--- config.mk ---
export PLATFORM = sky130hd
export DESIGN_NAME = conjunto_reg32x32
export DESIGN_NICKNAME = d
export VERILOG_FILES = /design/src/rtl/conjunto_reg32x32.sv
export SDC_FILE = /design/constraint.sdc
export NUM_CORES = 2
export LEC_CHECK = 0
export CAP_MARGIN = 20
export CELL_PAD_IN_SITES_DETAIL_PLACEMENT = 0
export CELL_PAD_IN_SITES_GLOBAL_PLACEMENT = 1
export CORE_ASPECT_RATIO = 1.75
export CORE_MARGIN = 1.5
export CORE_UTILIZATION = 55
export DETAILED_ROUTE_END_ITERATION = 16
export GPL_ROUTABILITY_DRIVEN = 0
export PLACE_DENSITY_LB_ADDON = 0.25
export SLEW_MARGIN = 20
export SYNTH_ARGS = -nofsm -noshare
export SYNTH_HDL_FRONTEND = slang
export SYNTH_SLANG_ARGS = --single-unit
export TNS_END_PERCENT = 1
--- constraint.sdc ---
create_clock -name clk -period 6.61 [get_ports clk]
set_clock_uncertainty 0.1 [all_clocks]
set_input_delay 1.983 -clock clk [delete_from_list [all_inputs] [get_ports clk]]
set_output_delay 1.983 -clock clk [all_outputs]
set_load 0.01 [all_outputs]
--- src/rtl/conjunto_reg32x32.sv ---
// conjunto_reg32x32: RV32I integer register file, 32 x 32-bit, two combinational
// read ports and one synchronous write port.
//   clk          in   rising-edge clock for all state updates
//   rst_n        in   asynchronous active-low reset, clears every register
//   write_enable in   write strobe sampled on the rising edge
//   write_addr   in   [4:0]  destination register index
//   write_data   in   [31:0] value to write
//   read_addr1/2 in   [4:0]  read port indices
//   read_data1/2 out  [31:0] register contents (x0 always reads 0)
// Optional macro REGFILE_BYPASS_EN: forward write_data to a read port that
// addresses the register being written in the same cycle.
module conjunto_reg32x32 (
  input  logic        clk,
  input  logic        rst_n,
  input  logic        write_enable,
  input  logic [4:0]  write_addr,
  input  logic [31:0] write_data,
  input  logic [4:0]  read_addr1,
  input  logic [4:0]  read_addr2,
  output logic [31:0] read_data1,
  output logic [31:0] read_data2
);
  logic [31:0][31:0] regs_q, regs_d;
  logic              wr_ok, fwd1, fwd2;
  // x0 is never written, so regs_q[0] stays at its reset value of zero.
  assign wr_ok = write_enable && (write_addr != 5'd0);
  always_comb begin
    regs_d = regs_q;
    if (wr_ok) regs_d[write_addr] = write_data;
  end
  always_ff @(posedge clk or negedge rst_n)
    if (!rst_n) regs_q <= '0;
    else        regs_q <= regs_d;
`ifdef REGFILE_BYPASS_EN
  // Gated by rst_n so the outputs stay zero while reset is held.
  assign fwd1 = rst_n && wr_ok && (read_addr1 == write_addr);
  assign fwd2 = rst_n && wr_ok && (read_addr2 == write_addr);
`else
  assign fwd1 = 1'b0;
  assign fwd2 = 1'b0;
`endif
  always_comb begin
    read_data1 = fwd1 ? write_data : regs_q[read_addr1];
    read_data2 = fwd2 ? write_data : regs_q[read_addr2];
  end
endmodule

=== Word level (Yosys, flattened, before mapping) ===
Cells that the tools add are included.

* Register bits after elaboration: 1024
* Output and inout bits: 64

* Order comparisons: 4
* Mux-type cells: 7
* Reduce and logical (&&, ||, !) cells: 3

{| class="wikitable"
|+ Operator list
! kind !! number
|-
| bitwise mux 1024 bit || 1
|-
| binary-select mux 32 bit (select 5 bit) || 2
|-
| demux 32 bit (select 5 bit) || 1
|-
| two-way mux 32 bit || 3
|-
| less-than comparator 5 x 6 -> 1 bit, second input constant || 3
|-
| greater-or-equal comparator 5 x 1 -> 1 bit, second input constant || 1
|-
| nonzero test 5 bit || 1
|-
| logical AND 1 bit || 2
|}

=== Depth between registers and ports, before layout ===
* Word-level depth: 5
* Depth in mapped cells: 8

=== Worst setup path before layout ===
No wires, ideal clock.

* Path kind: input to output
* From: in read_addr1[1]
* To: out read_data1[12]
* Path slack: 1.283 ns
* Buffers on the path: 4
* Arrival time: 3.244 ns
* Stages on the path: 8
* Required time: 4.527 ns
* Cell sequence: buf_2 > buf_2 > buf_4 > buf_4 > mux2i_1 > a22oi_1 > a31oi_1 > nand3_1

* Word-level cells in the longest chain between the ends: 2

{| class="wikitable"
|+ Ends and longest elaborated chain
! element !! line !! RTL
|-
| start, declared || 18 || <nowiki>input logic [4:0] read_addr1,</nowiki>
|-
| binary-select mux 32 bit (select 5 bit) || 43 || <nowiki>read_data1 = fwd1 ? write_data : regs_q[read_addr1];</nowiki>
|-
| two-way mux 32 bit (implied by the code) || 43 ||
|-
| end, declared || 20 || <nowiki>output logic [31:0] read_data1,</nowiki>
|}

No other way between the ends. The select of a mux whose other input is x is not followed.

=== Worst setup path after layout ===
* From: in read_addr1[2]
* To: out read_data1[13]

Same word-level chain as after synthesis.

==> results.py <==
metrics = {
    "place": {
        "hpwl_mm": 109.4,
        "port_buffers": 113,
        "place_inst": 5825,
        "dp_slack_ps": -142.6,
    },
    "die": {
        "start_util_pct": 55.33,
        "fp.coreArea_sq_mm": 0.1004,
        "die_width_microns": 243.2,
        "pin_count": 114,
        "dieArea_sq_mm": 0.1030,
        "die_h_microns": 423.4,
        "rows": 154,
    },
    "cells_and_area": {
        "num-nets-final": 4648,
        "fillCellCount": 7992,
        "largest_reg_flops": 1024,
        "syn_to_final_growth_pct": 13.03,
        "reg.largest.list": "regs_q x1024",
        "drive_gt1_share_pct": 31.49,
        "regMostFlops": "regs_q",
        "utilization_pct": 62.54,
        "seqCellArea_sq_mm": 0.02562,
        "final_cells": 6012,
        "multi_input_area_sq_mm": 0.02799,
    },
    "sta": {
        "fin_ws_ps": -37.92,
        "hold_violations": 0,
        "worst_pin_slew_ps": 1180,
        "min_period_over_period_pct": 100.6,
        "slew_viol_final": 0,
        "fmax_ghz": 0.1504,
        "rsz0062_at_grt": "true",
        "min_period_ps": 6648,
        "setup_viol": 1,
        "slew_headroom_pct": 21.09,
    },
    "yosys": {
        "netlist_instances": 4610,
        "synth_area_per_cell_sq_um": 12.05,
        "syn-cell-area_sq_mm": 0.05555,
        "syn_nets": 4660,
        "yosysWarnings": 0,
        "synth_cell_type_count": 29,
        "yosysSeqAreaShare_pct": 46.13,
        "ys_ff_latch": 1024,
    },
    "run": {
        "drv_cap": 0,
    },
    "critical_path": {
        "crit_fanout": 30,
        "cp-start-kind": "input port",
        "cpMostUsedCell": "clkdlybuf4s50_1",
        "worstReg2RegStart": "regs_q[621]",
        "endpoint": "read_data1[13]",
        "worst_path_max_delay_cell": "clkdlybuf4s50_1",
        "required_ps": 4530,
        "cp_cell_sequence": "clkdlybuf4s50_1 > nor2b_4 > buf_12 > a22o_1 > nor3_1 > buf_4 > a31oi_1 > nand3_1 > clkdlybuf4s50_1",
        "critPathLaunch": "read_addr1[2]",
        "crit_type": "input port to output port",
        "end_kind": "output port",
        "cpPeakStageDelay_ps": 540,
        "r2r-end": "regs_q[621]",
        "ff2ff_path_depth": 1,
        "r2r_slack_ps": 5700,
        "arrival_ps": 4560,
    },
    "routing": {
        "dr_wl_met2_mm": 86.22,
        "dr.pass1.iters": 5,
        "drt-total-wl_mm": 178.8,
        "dr_total_vias": 39506,
        "viasPerCell": 6.571,
        "drc": 0,
        "dr.first_iter.drc_count": 3300,
        "highest_layer": "met5",
        "wirelength_met1_mm": 71.16,
        "wl_met3_mm": 10.96,
        "routedWlPerCell_microns": 29.74,
        "ant_nets": 0,
    },
    "outcome": {
        "status": "finished with violations",
        "violations": "negative setup slack",
    },
    "clocking": {
        "clock-sinks": 1024,
        "cts_inserted_buffers": 97,
        "postCtsSetupBuffers": 0,
        "cts_hold_buf": 0,
        "cts_tree": "done",
        "root_buffer": "clkbuf_16",
        "clk_pin_slew_ps": 70,
        "clock_latency_ps": 690,
        "cts_buffer_depth": 3,
        "htree_num_levels": 3,
    },
    "power": {
        "power_density_mw_per_mm2": 289.2,
        "peakVddDrop_mv": 0.2076,
        "power_leakage_nw": 29.63,
        "p_total_w": 0.01816,
    },
    "global_routing": {
        "grt_max_degree": 175,
        "antenna_found_initial": 12,
        "grt_pass1_wl_mm": 264.4,
        "first_global_vias": 40585,
        "grt-ovfl-total": 0,
        "track_usage_pct": 34.51,
    },
    "worst_hold_path": {
        "hold_class": "flop to flop",
    },
}
## synth_stat cells, drive strengths merged
library cell  count  share of area (%)
dfrtp          1024                 46
mux2i          1024                 18
mux2            992                 20
buf             242                2.4
clkbuf          237                1.6
nand2           209                1.4
nand3           196                1.8
a21oi           192                1.7
a22oi           192                2.6
a22o            128                2.0
nor3             67               0.61
a31oi            64               0.72
nor2             16               0.11
nor2b            10               0.11
nand2b            7              0.079
and2              2              0.023
and2b             2              0.027
or2               2              0.023
and3              1              0.011
nand4             1              0.011
nand4b            1              0.016
or3               1              0.011
## routing by layer
metal / global-route usage [%] / up-vias
met5: 0 / -
met4: 19.18 / 4
met3: 5.128 / 442
met2: 56.94 / 1414
met1: 43.41 / 20704
li1: - / 16942
## power breakdown
group | leakage, nW | internal, W | switching [W] | total [W]
clock network | 1.69 | 0.00354 | 0.00252 | 0.00606
registers | 13.1 | 0.00746 | 0.000902 | 0.00836
logic | 14.8 | 0.00198 | 0.00175 | 0.00373
total | 29.6 | 0.0130 | 0.00518 | 0.0182
## worst min-delay path by stage
stage                from    endpoint  depth (start not counted)
6_report       regs_q[17]  regs_q[17]                          0
5_1_grt        regs_q[20]  regs_q[20]                          0
4_1_cts        regs_q[17]  regs_q[17]                          0
3_5_place_dp   regs_q[10]  regs_q[10]                          0
3_3_place_gp   regs_q[16]  regs_q[16]                          0
2_1_floorplan   regs_q[0]   regs_q[0]                          1
## area by class of cell
class | count | area share [%]
flip-flops and latches | 1024 | 40.81
repair buffers | 368 | 6.488
multi-input cells | 3107 | 44.58
diodes | 9 | 0.03587
clock buffers | 146 | 4.693
clock inverters | 32 | 0.7533
well taps | 1326 | 2.642
## worst max-delay path: cells and delay by family
family                 cells  cell delay, ps
AND/OR/NAND/NOR            3             540
buffers and inverters      4            1460
AO/OA/AOI/OAI              2             510
## through the flow
step / hold WS, ps / area, sq um / TNS [ps]
detailed placement: 288.1 / 59340 / -946.1
finish: 304.4 / 62790 / -37.92
CTS: 302.5 / 62810 / -8.121
floorplan: 348.8 / 55550 / 0
global placement: 283.9 / 59360 / -637.5
global route: 311.1 / 62770 / -74.88
## layout by cell type (no fill, tap or decap), types with 3 or more instances in the layout
cell type,Yosys,routed
a22o_1,128,128
a21oi_1,192,192
nor2_4,0,14
a22oi_1,192,192
nor3_1,66,63
clkbuf_8,0,25
nor2b_4,0,6
mux2_2,980,980
clkbuf_1,236,20
nor3_2,1,4
nand2_2,0,13
diode_2,0,9
nand2b_2,0,4
clkdlybuf4s50_1,0,89
bufinv_16,0,12
buf_2,164,17
a31oi_1,64,59
buf_4,55,166
clkinv_2,0,16
buf_12,0,87
a31oi_2,0,5
nand2_1,209,194
nand2b_1,7,3
mux2i_1,1024,1024
mux2_1,10,10
clkbuf_16,0,101
nor2b_1,10,4
nand3_1,196,192
dfrtp_1,1024,1024
buf_8,0,3
## cells by family after synthesis
family	count (synthesis)	synth area share, %
mux	2016	38.57
buf+inv	479	4.021
flops	1024	46.13
compound gates	576	7.064
simple gates	515	4.212
## timing repair
item                                    CTS  global route
pin swaps                                 1             1
cloned                                    0             0
endpoints found under the hold margin     0             0
endpoints found under the setup margin   17            18
gates resized for setup                  11             5
No activity file was read; power rests on OpenSTA's default activity.
